$ cat src/rtl/io_seq_pkg.sv
// io_seq_pkg: state/phase encoding and phase-class helpers shared by the io_sequencer block.
package io_seq_pkg;

    localparam int PHASE_W = 4;

    typedef enum logic [PHASE_W-1:0] {
        IDLE     = 4'd0,
        REQ_IN   = 4'd1,
        WAIT_IN  = 4'd2,
        REQ_IM   = 4'd3,
        WAIT_IM  = 4'd4,
        RUN      = 4'd5,
        WAIT_RUN = 4'd6,
        REQ_TX   = 4'd7,
        WAIT_TX  = 4'd8,
        DONE     = 4'd9,
        ERROR    = 4'd10
    } state_e;

    function automatic logic is_io_phase(input state_e s);
        return s inside {REQ_IN, WAIT_IN, REQ_IM, WAIT_IM, REQ_TX, WAIT_TX};
    endfunction

    function automatic logic is_cpu_phase(input state_e s);
        return s inside {RUN, WAIT_RUN};
    endfunction

endpackage

$ cat src/rtl/sync_edge.sv
// sync_edge: synchronizes an async level and flags its rising edges, disarmed until a real low is seen after reset.
module sync_edge #(
    parameter int STAGES = 2
) (
    input  logic clk,
    input  logic rst_n,
    input  logic async_in,
    output logic rise
);

    logic [STAGES-1:0] sync_q, sync_d;
    logic [STAGES-1:0] fill_q, fill_d;
    logic              prev_q, prev_d;
    logic              armed_q, armed_d;
    logic              level;

    // fill_q marks when the synchronizer output holds a genuine post-reset sample,
    // so an input held high through reset release never looks like a fresh edge
    always_comb begin
        level   = sync_q[STAGES-1];
        sync_d  = (sync_q << 1) | STAGES'(async_in);
        fill_d  = (fill_q << 1) | STAGES'(1'b1);
        prev_d  = level;
        armed_d = armed_q | (fill_q[STAGES-1] & ~level);
        rise    = armed_q & level & ~prev_q;
    end

    always_ff @(posedge clk or negedge rst_n) begin
        if (!rst_n) begin
            sync_q  <= '0;
            fill_q  <= '0;
            prev_q  <= 1'b0;
            armed_q <= 1'b0;
        end else begin
            sync_q  <= sync_d;
            fill_q  <= fill_d;
            prev_q  <= prev_d;
            armed_q <= armed_d;
        end
    end

endmodule

$ cat src/rtl/io_sequencer.sv
// io_sequencer: runs load-instr / load-image / core run / transmit phases with a per-phase watchdog and a shared RAM mux.
module io_sequencer
    import io_seq_pkg::*;
#(
    parameter int unsigned TIMEOUT_CYCLES = 32'd100_000_000,
    parameter int          SYNC_STAGES    = 2
) (
    input  logic        clk,
    input  logic        rst_n,
    input  logic        start_btn,
    input  logic        load_instr,
    input  logic        tx_done,
    input  logic        rxin_done,
    input  logic        rxim_done,
    output logic        send,
    output logic        rec_in,
    output logic        rec_im,
    output logic        proc_start,
    input  logic        proc_done,
    input  logic [15:0] io_addr,
    input  logic [15:0] io_wdata,
    input  logic        io_we,
    input  logic [15:0] cpu_addr,
    input  logic [15:0] cpu_wdata,
    input  logic        cpu_we,
    output logic [15:0] ram_addr,
    output logic [15:0] ram_wdata,
    output logic        ram_we,
    output logic        ram_sel,
    output logic        busy,
    output logic        done,
    output logic        error,
    output logic [3:0]  phase
);

    state_e      state_q, state_d;
    logic [31:0] wd_q, wd_d;
    logic        start_rise;
    logic        counting;

    sync_edge #(.STAGES(SYNC_STAGES)) u_sync_edge (
        .clk      (clk),
        .rst_n    (rst_n),
        .async_in (start_btn),
        .rise     (start_rise)
    );

    always_comb begin
        state_d  = state_q;
        counting = is_io_phase(state_q) | (state_q == WAIT_RUN);
        case (state_q)
            IDLE, DONE, ERROR: if (start_rise) state_d = load_instr ? REQ_IN : REQ_IM;
            REQ_IN:            if (!rxin_done) state_d = WAIT_IN;
            WAIT_IN:           if (rxin_done)  state_d = REQ_IM;
            REQ_IM:            if (!rxim_done) state_d = WAIT_IM;
            WAIT_IM:           if (rxim_done)  state_d = RUN;
            RUN:               state_d = WAIT_RUN;
            WAIT_RUN:          if (proc_done)  state_d = REQ_TX;
            REQ_TX:            if (!tx_done)   state_d = WAIT_TX;
            WAIT_TX:           if (tx_done)    state_d = DONE;
            default:           state_d = IDLE;
        endcase
        // a handshake transition in the expiry cycle takes precedence over the timeout
        if (counting && state_d == state_q && wd_q == TIMEOUT_CYCLES - 32'd1) state_d = ERROR;
        wd_d = (state_d != state_q) ? 32'd0 : counting ? wd_q + 32'd1 : wd_q;
    end

    always_ff @(posedge clk or negedge rst_n) begin
        if (!rst_n) begin
            state_q <= IDLE;
            wd_q    <= 32'd0;
        end else begin
            state_q <= state_d;
            wd_q    <= wd_d;
        end
    end

    always_comb begin
        rec_in     = state_q == REQ_IN;
        rec_im     = state_q == REQ_IM;
        send       = state_q == REQ_TX;
        proc_start = state_q == RUN;
        busy       = !(state_q inside {IDLE, DONE, ERROR});
        done       = state_q == DONE;
        error      = state_q == ERROR;
        phase      = state_q;
        ram_sel    = is_cpu_phase(state_q);
        ram_addr   = ram_sel ? cpu_addr : io_addr;
        ram_wdata  = ram_sel ? cpu_wdata : io_wdata;
        ram_we     = ram_sel ? cpu_we : (is_io_phase(state_q) & io_we);
    end

endmodule
$ cat config.mk
export PLATFORM = sky130hd
export DESIGN_NAME = io_sequencer
export DESIGN_NICKNAME = d
export VERILOG_FILES = /design/src/rtl/io_seq_pkg.sv /design/src/rtl/sync_edge.sv /design/src/rtl/io_sequencer.sv
export SDC_FILE = /design/constraint.sdc
export NUM_CORES = 1
export LEC_CHECK = 0
export ABC_AREA = 1
export BUFFER_PORTS_ARGS = -buffer_cell sky130_fd_sc_hd__clkbuf_2
export CAP_MARGIN = 20
export CELL_PAD_IN_SITES_DETAIL_PLACEMENT = 0
export CELL_PAD_IN_SITES_GLOBAL_PLACEMENT = 2
export CORE_MARGIN = 3
export CORE_UTILIZATION = 28
export CTS_CLUSTER_SIZE = 12
export DETAILED_ROUTE_END_ITERATION = 8
export PLACE_DENSITY = 0.85
export RECOVER_POWER = 50
export SYNTH_ARGS = -nofsm -noshare
export SYNTH_HDL_FRONTEND = slang
export SYNTH_SLANG_ARGS = --single-unit
$ cat constraint.sdc
create_clock -name clk -period 4.4 [get_ports clk]
set_clock_uncertainty 0.1 [all_clocks]
set_input_delay 0.22 -clock clk [delete_from_list [all_inputs] [get_ports clk]]
set_output_delay 0.22 -clock clk [all_outputs]
set_load 0.02 [all_outputs]
==> results of run 1 <==
-- stage by stage --
| step | util | instance area, um2 | power (uW) | worst slack, ns |
|---|---|---|---|---|
| floorplan | - | 3230 | 1520 | 2.17 |
| global placement | 0.356 | 3930 | 1880 | 1.32 |
| detailed placement | 0.356 | 3930 | 1870 | 1.20 |
| CTS | 0.375 | 4130 | 2360 | 1.19 |
| global route | 0.374 | 4130 | 2490 | 0.487 |
| finish | 0.374 | 4130 | 2310 | 1.03 |
-- kinds of logic after synthesis --
| family | after synthesis | share of synthesized area |
|---|---|---|
| compound gates | 12 | 0.0232 |
| xor+xnor | 24 | 0.0651 |
| fa+ha+maj | 1 | 0.00387 |
| buf+inv | 72 | 0.0910 |
| flops | 42 | 0.325 |
| other cells | 1 | 0.00116 |
| simple gates | 337 | 0.490 |
-- critical path, cell delays in order, from the launching register on --
cell     delay [ns]
dfrtp_1        0.47
inv_1          0.12
nor2_1         0.27
nand2_1        0.15
nand2_2        0.50
nor2_1         0.20
nand3_1        0.11
nand2_1        0.05
nor2_1         0.12
nand2_1        0.10
nand2_1        0.09
nand2_1        0.07
nand2_2        0.73
nor3_1         0.11
-- flip-flops by register name (all words and copies together) (netlist names) --
| register | flops |
|---|---|
| u_sync_edge.fill_q | 2 |
| wd_q | 32 |
| u_sync_edge.armed_q | 1 |
| u_sync_edge.sync_q | 2 |
| u_sync_edge.prev_q | 1 |
| phase | 4 |
-- repair_timing --
item	CTS	global route
hold buffers	1	1
endpoints found under the hold margin	1	13
setup endpoints to repair	0	0
-- cells in the mapped netlist --
cell type  count
a21boi_0       1
a21oi_1        2
a22o_1         1
a31oi_1        1
buf_1          3
buf_2          1
buf_4          6
clkbuf_1       3
conb_1         1
dfrtp_1       42
ha_1           1
inv_1         54
inv_2          5
nand2_1      190
nand2_2        2
nand3_1       29
nand3_2        3
nand4_1       12
nor2_1        50
nor2_2         7
nor3_1        10
nor3_2        30
nor4_1         3
o21ai_0        4
o21bai_1       3
or2_2          1
xnor2_1        5
xor2_1        19
-- layer usage --
metal,vias up,GRT usage,routed length (um)
met1,1475,0.186,4240
met4,0,0.0425,146
met2,101,0.258,4520
li1,1756,-,-
met5,-,0,0
met3,13,0.0244,573
-- power groups by stage --
stage          Sequential [uW]  Combinational (uW)  Clock [uW]
6_report                   444                1390         481
2_1_floorplan              464                1050           0
4_1_cts                    444                1420         492
5_1_grt                    448                1540         510
3_3_place_gp               450                1430           0
3_5_place_dp               451                1420           0
-- path summary, 6_finish.rpt --
path                            cells past startpoint                     to             startpoint
worst max register to register                     13               wd_q[20]               phase[2]
min in group asynchronous                           2               wd_q[31]                  rst_n
max in group asynchronous                           3     u_sync_edge.prev_q                  rst_n
worst min register to register                      0  u_sync_edge.fill_q[1]  u_sync_edge.fill_q[0]
worst min-delay path                                0  u_sync_edge.fill_q[1]  u_sync_edge.fill_q[0]
worst max-delay path                               13               wd_q[20]               phase[2]
-- area by class of cell --
cell class,count,area [um2],share of cell area
clock buffers,5,125,0.0303
repair buffers,122,607,0.147
well taps,140,175,0.0425
clock inverters,3,68.8,0.0167
multi-input cells,375,1880,0.455
inverters,59,221,0.0537
flip-flops and latches,42,1050,0.255
-- layout by cell type, fill, tap and decap left out, types with 4 or more instances in the layout --
master     count
inv_2          4
nand2_1      190
nor3_1        10
nor3_2        30
nand3_1       29
clkbuf_2     106
xnor2_1        5
nor2_1        53
clkbuf_1      13
xor2_1        19
nand4_1       12
o21ai_0        4
dfrtp_1       42
clkbuf_16      5
inv_1         55
nor2_2         4
==> flow_metrics.py, run 1 <==
metrics = {
    "route": {
        "post_drt_wl_per_cell_um": 12.7,
        "first_iter_violations": 169,
        "via_count": 3345,
        "detail-route-antenna-nets": 0,
        "drc": 0,
        "via_per_inst": 4.48,
        "firstDrtPassIters": 4,
        "drt_wl_total_um": 9480,
    },
    "critical_path": {
        "critPathLaunchType": "flip-flop",
        "crit_type": "reg -> reg",
        "r2r_setup_slack_ns": 1.03,
        "required_ns": 4.43,
        "cp-end-kind": "flip-flop",
        "cp_max_fo": 36,
        "cp.arrival_ns": 3.40,
    },
    "floorplan": {
        "initial_utilization": 0.293,
        "dieArea_um2": 12900,
        "boundaryPins": 119,
        "fp.dieW_um": 113,
        "core_area_um2": 11000,
        "dieHeight_um": 113,
        "placementRows": 38,
    },
    "cts": {
        "insertion_delay_ns": 0.29,
        "postCtsSetupRepairBufs": 0,
        "h-tree-depth": 2,
        "clock_sinks": 42,
        "root_buffer": "clkbuf_16",
        "tritoncts": "done",
        "post_cts_resized": 0,
        "cts-buffers-inserted": 5,
        "cts_buffer_depth": 2,
        "path_clk_slew_ns": 0.06,
    },
    "synth": {
        "ys_seq_area_frac": 0.325,
        "syn-instance-count": 489,
        "synth.avg_cell_area_um2": 6.60,
        "synth_top_area_cell": "dfrtp_1",
        "yosys_warnings": 0,
        "synth_area_um2": 3230,
        "synth_area_leaders": "dfrtp_1, nand2_1, nor3_2",
        "synth_cell_types": 28,
        "synth_top_area_frac": 0.325,
        "ys_ff_latch": 42,
        "synth_fp_nets": 564,
    },
    "outcome": {
        "status": "complete, but fails checks",
        "violations": "max-capacitance violations, max-slew violations",
    },
    "layout": {
        "fin_cells": 746,
        "num-nets-final": 680,
        "fill_cells": 1228,
        "antenna_cells": 0,
        "syn2layout_area_growth_pct": 27.7,
        "drive_above_1_share": 0.262,
    },
    "pwr": {
        "p_leak_uw": 0.00210,
        "seq_power_share": 0.192,
        "pwr-share-comb": 0.600,
        "p_int_uw": 1060,
        "peakVddDrop_mv": 0.223,
        "p_sw_uw": 1250,
        "p_per_area_nw_per_um2": 560,
        "clockPowerShare": 0.208,
        "swShare": 0.541,
    },
    "global_routing": {
        "grt_pass1_wl_um": 15500,
        "grt_pass1_vias": 3252,
        "antenna_found_initial": 0,
        "grt_max_degree": 43,
        "overflow": 0,
        "grt_usage": 0.147,
    },
    "place": {
        "gp_congestion": 0.858,
        "place_hpwl_um": 7440,
        "port_buffers": 118,
        "dpl.cell_count": 735,
    },
    "sta": {
        "period_needed_ns": 3.37,
        "period_share": 0.767,
        "slew_headroom": -0.0714,
        "rsz0062_at_grt": "no",
        "fin_setup_tns_ns": 0,
        "fin_hold_ws_ns": 0.249,
        "finalMaxSlewViolations": 30,
        "finalHoldViolCount": 0,
        "fmax_mhz": 296,
        "setup_violations": 0,
        "worstMarginPinSlew_ns": 1.61,
    },
    "run": {
        "max_cap_violations": 1,
    },
    "min_path": {
        "hp-class": "reg -> reg",
    },
}
Note: power is estimated with default switching activity, not from simulation.
==> run 2: changes to the inputs <==
CORE_UTILIZATION = 26   (was 28)
PLACE_DENSITY = 0.79   (was 0.85)
clock period = 3.19 ns   (was 4.4 ns; I/O delays follow)
==> run 2 against run 1 <==
- critical path type unchanged
- setup slack got worse by 0.61 ns
- via count rose by 1.1%
- largest cell class unchanged
- cell count rose by 4.3%
- sequential share of layout area fell by 0.26 points
- wire length rose by 7.0%
- die area rose by 7.3%
- the flow now finishes without violations
- register-to-register slack got worse by 0.61 ns
- sequential cell count did not move
- count of clock-buffer cells in the layout rose by 2
- combinational power rose by 49%
- critical endpoint unchanged
==> flow_metrics.py, run 2 (synthesized netlist as in run 1, its figures left out) <==
metrics = {
    "place": {
        "place_ws_ns": 0.471,
        "port_buffers": 118,
        "gp_congestion": 0.826,
        "place_hpwl_um": 7940,
        "dpl_cell_area_um2": 4020,
    },
    "sta": {
        "rsz0062_at_grt": "no",
        "setup_slack_ns": 0.422,
        "finalMaxSlewViolations": 0,
        "period_share": 0.868,
        "setup_violations": 0,
        "worstMarginPinSlew_ns": 1.23,
        "fin_hold_ws_ns": 0.248,
        "fmax_mhz": 361,
        "slew_headroom": 0.178,
        "fin_setup_tns_ns": 0,
        "period_needed_ns": 2.77,
        "finalHoldViolCount": 0,
    },
    "layout": {
        "num-nets-final": 684,
        "top_register": "wd_q",
        "fill_cells": 1337,
        "largest_reg_flops": 32,
        "antenna_cells": 0,
        "drive_above_1_share": 0.270,
        "final_area_um2": 4170,
        "mostFrequentLayoutCell": "nand2_1",
        "syn2layout_area_growth_pct": 29.1,
        "layout_common_cells": "nand2_1, clkbuf_2, inv_1, nor2_1, dfrtp_1",
    },
    "run": {
        "max_cap_violations": 0,
    },
    "global_routing": {
        "grt_max_degree": 43,
        "grt_pass1_vias": 3337,
        "grt_usage": 0.148,
        "overflow": 0,
        "grt_pass1_wl_um": 17100,
        "antenna_found_initial": 0,
    },
    "outcome": {
        "status": "complete, no violations",
    },
    "critical_path": {
        "cp-end-kind": "flip-flop",
        "cp.arrival_ns": 2.81,
        "required_ns": 3.24,
        "critPathLaunchType": "flip-flop",
        "cp_max_fo": 32,
        "crit_type": "reg -> reg",
    },
    "pwr": {
        "peakVddDrop_mv": 0.426,
        "p_per_area_nw_per_um2": 768,
        "p_total_uw": 3200,
        "p_leak_uw": 0.00212,
    },
    "min_path": {
        "hp-class": "reg -> reg",
    },
    "floorplan": {
        "placementRows": 40,
        "fp.dieW_um": 117,
        "dieHeight_um": 117,
        "core_area_um2": 12100,
        "dieArea_um2": 13800,
        "boundaryPins": 119,
        "initial_utilization": 0.268,
    },
    "cts": {
        "cts_buffer_depth": 2,
        "root_buffer": "clkbuf_16",
        "insertion_delay_ns": 0.28,
        "cts-buffers-inserted": 5,
        "clock_sinks": 42,
        "tritoncts": "done",
        "path_clk_slew_ns": 0.06,
        "h-tree-depth": 2,
    },
    "route": {
        "first_iter_violations": 160,
        "via_count": 3383,
        "drc": 0,
        "via_per_inst": 4.35,
        "drt_wl_total_um": 10100,
        "post_drt_wl_per_cell_um": 13.0,
        "detail-route-antenna-nets": 0,
        "firstDrtPassIters": 6,
    },
}
==> run 2: cell types whose count changed in the layout (fill, tap and decap cells not counted), sizes merged <==
cell	previous run	this run
buf	1	4
clkbuf	124	127
bufinv	2	0
==> run 2: report_power, final <==
part	switching (uW)	internal (uW)	total [uW]
sequential	52.5	564	617
clock	206	311	517
combinational	1490	574	2070
total	1750	1450	3200
==> run 2: per-stage QoR <==
| stage | utilization | cells |
|---|---|---|
| 2_1_floorplan | - | 489 |
| 3_3_place_gp | 0.333 | 767 |
| 3_5_place_dp | 0.333 | 767 |
| 4_1_cts | 0.346 | 776 |
| 5_1_grt | 0.346 | 778 |
| 6_report | 0.346 | 778 |
==> run 2: path summary, 6_finish.rpt <==
| path | startpoint | end | slack, ns | depth (start not counted) |
|---|---|---|---|---|
| max in group asynchronous | rst_n | wd_q[29] | 0.75 | 3 |
| worst min-delay path | u_sync_edge.fill_q[0] | u_sync_edge.fill_q[1] | 0.25 | 0 |
| worst max-delay path | phase[1] | wd_q[20] | 0.42 | 12 |
| min in group asynchronous | rst_n | wd_q[5] | 0.54 | 2 |
| worst max register to register | phase[1] | wd_q[20] | 0.42 | 12 |
| worst min register to register | u_sync_edge.fill_q[0] | u_sync_edge.fill_q[1] | 0.25 | 0 |
==> run 2: area by class of cell <==
cell class	instances	area (um2)	area share
clock buffers	7	143	0.0342
clock inverters	1	5.00	0.00120
inverters	59	221	0.0531
multi-input cells	375	1870	0.450
flip-flops and latches	42	1050	0.252
well taps	168	210	0.0504
repair buffers	126	663	0.159
==> run 2: worst max-delay path, cell delays in order, from the launching register on <==
cell and delay (ns):
dfrtp_1 0.50, nand2_1 0.20, nor2_1 0.31, nor2_2 0.09, nand3_2 0.20, nand3_1 0.12
nor2_1 0.19, nand2_1 0.11, nand2_1 0.09, nand2_1 0.06, nand2_2 0.07, buf_4 0.45
nor3_1 0.10
==> run 2: what timing repair did <==
item | CTS | global route
hold buffers | 1 | 1
endpoints found under the hold margin | 1 | 20
setup buffers | 0 | 0
gates resized for setup | 0 | 0
==> run 2: per-layer routing <==
| metal | track usage | vias to the layer above | share of wire |
|---|---|---|---|
| met3 | 0.0246 | 10 | 0.046 |
| met2 | 0.269 | 94 | 0.51 |
| met5 | 0 | - | 0 |
| met1 | 0.184 | 1516 | 0.43 |
| met4 | 0.0315 | 0 | 0.012 |
| li1 | - | 1763 | - |
==> run 3: changes to the inputs <==
CTS_BUF_LIST = sky130_fd_sc_hd__clkbuf_2   (was unset)
==> run 3 against run 2 <==
- setup slack got worse by 0.024 ns
- final area fell by 2.6%
- combinational power about the same
- die area unchanged
- cell count is the same
- fmax fell by 0.87%
- via count decreased by 0.50%
- global-route usage is essentially flat
- sequential cell count stayed put
- non-clock buffer count unchanged
- largest power group unchanged
==> flow_metrics.py, run 3 (synthesized netlist as in run 1, its figures left out) <==
metrics = {
    "cts": {
        "root_buffer": "clkbuf_2",
        "post_cts_resized": 0,
        "postCtsSetupRepairBufs": 0,
        "path_clk_slew_ns": 0.20,
        "tritoncts": "done",
        "cts-buffers-inserted": 5,
        "clock_sinks": 42,
        "cts_hold_buf": 2,
        "cts_buffer_depth": 2,
        "h-tree-depth": 2,
        "insertion_delay_ns": 0.41,
    },
    "critical_path": {
        "crit_top_cell": "nand2_1",
        "critical-path-top-delay-family": "simple AND/OR/NAND/NOR gates",
        "required_ns": 3.37,
        "slowest_delay_ns": 0.55,
        "reg2reg_to": "wd_q[20]",
        "cp.arrival_ns": 2.97,
        "worst_r2r_path_depth": 12,
        "r2r_start": "phase[1]",
        "cp_slowest_cell": "dfrtp_1",
        "cp_max_fo": 32,
        "cp-end-kind": "flip-flop",
        "r2r_setup_slack_ns": 0.40,
        "critPathLaunchType": "flip-flop",
        "cp.buffers_inverters": 1,
        "crit_start": "phase[1]",
        "crit_type": "reg -> reg",
        "path_cells": "nand2_1 > nor2_1 > nor2_2 > nand3_2 > nand3_1 > nor2_1 > nand2_1 > nand2_1 > nand2_1 > nand2_2 > buf_4 > nor3_1",
    },
    "place": {
        "place_ws_ns": 0.471,
        "port_buffers": 118,
        "place_hpwl_um": 7940,
        "dpl.cell_count": 767,
        "gp_congestion": 0.826,
    },
    "route": {
        "via_count": 3366,
        "first_iter_violations": 168,
        "drc": 0,
        "firstDrtPassIters": 4,
        "detail-route-antenna-nets": 0,
        "via_per_inst": 4.33,
        "drt_wl_total_um": 10100,
        "post_drt_wl_per_cell_um": 12.9,
    },
    "pwr": {
        "p_leak_uw": 0.00208,
        "peakVddDrop_mv": 0.374,
        "p_per_area_nw_per_um2": 718,
    },
    "min_path": {
        "min_from": "load_instr",
        "hold_end": "phase[1]",
        "whs_path_depth": 6,
        "hp-class": "in -> reg",
    },
    "layout": {
        "num-nets-final": 684,
        "drive_above_1_share": 0.270,
        "fin_cells": 778,
        "largest_reg_flops": 32,
        "antenna_cells": 0,
        "fill_cells": 1352,
        "syn2layout_area_growth_pct": 25.8,
        "layout_common_cells": "nand2_1, clkbuf_2, inv_1, nor2_1, dfrtp_1",
        "top_register": "wd_q",
        "mostFrequentLayoutCell": "nand2_1",
        "fin_util": 0.337,
    },
    "run": {
        "max_cap_violations": 0,
    },
    "sta": {
        "fmax_mhz": 358,
        "slew_headroom": 0.170,
        "worstMarginPinSlew_ns": 1.24,
        "finalMaxSlewViolations": 0,
        "setup_violations": 0,
        "finalHoldViolCount": 0,
        "period_share": 0.875,
        "rsz0062_at_grt": "no",
        "fin_setup_tns_ns": 0,
        "period_needed_ns": 2.79,
        "setup_slack_ns": 0.398,
    },
    "floorplan": {
        "core_area_um2": 12100,
        "boundaryPins": 119,
        "fp.dieW_um": 117,
        "dieHeight_um": 117,
        "dieArea_um2": 13800,
        "initial_utilization": 0.268,
        "placementRows": 40,
    },
    "outcome": {
        "status": "complete, no violations",
    },
    "global_routing": {
        "antenna_found_initial": 0,
        "grt_max_degree": 43,
        "grt_pass1_vias": 3339,
        "grt_pass1_wl_um": 17100,
        "grt_usage": 0.148,
        "overflow": 0,
    },
}
[run 3: cell types whose count changed in the layout (fill, tap and decap cells not counted)]
cell and delta:
clkbuf_16 -5, clkbuf_2 +5, buf_4 +1, clkbuf_1 -1, clkbuf_8 -1, clkinv_1 +1
[run 3: how the worst max path moves through the flow]
stage	end	cells past startpoint
finish	wd_q[20]	12
global route	ram_addr[12]	8
CTS	ram_wdata[13]	8
detailed placement	wd_q[20]	13
global placement	wd_q[19]	12
floorplan	wd_q[1]	12
[run 3: worst register-to-register path: cells and delay by family (launching register included)]
kind                   cells  cell delay [ns]
AND/OR/NAND/NOR           11             1.58
flip-flops                 1             0.55
buffers and inverters      1             0.45
[run 3: area by class of cell]
type	instances	area, um2	area share
sequential	42	1050	0.259
clock buffer	6	30.0	0.00739
timing repair buffer	126	666	0.164
inverter	59	221	0.0545
tap	168	210	0.0518
multi-input combinational	375	1870	0.461
clock inverter	2	8.76	0.00216
[run 3: layer usage]
layer	wire (um)	track usage
met1	4410	0.185
met2	5110	0.268
met3	449	0.0246
met4	98	0.0293
met5	0	0
[run 3: through the flow]
| stage | total power [uW] | area, um2 | hold slack (ns) |
|---|---|---|---|
| after floorplan | 2090 | 3230 | -0.236 |
| after global placement | 2760 | 4020 | 0.174 |
| after detailed placement | 2760 | 4020 | 0.171 |
| after CTS | 3000 | 4080 | 0.113 |
| after global routing | 3180 | 4060 | 0.150 |
| final | 2920 | 4060 | 0.124 |
[run 3: power breakdown]
group / internal [uW] / switching, uW
Clock: 53.9 / 177
Combinational: 575 / 1490
Sequential: 564 / 51.7
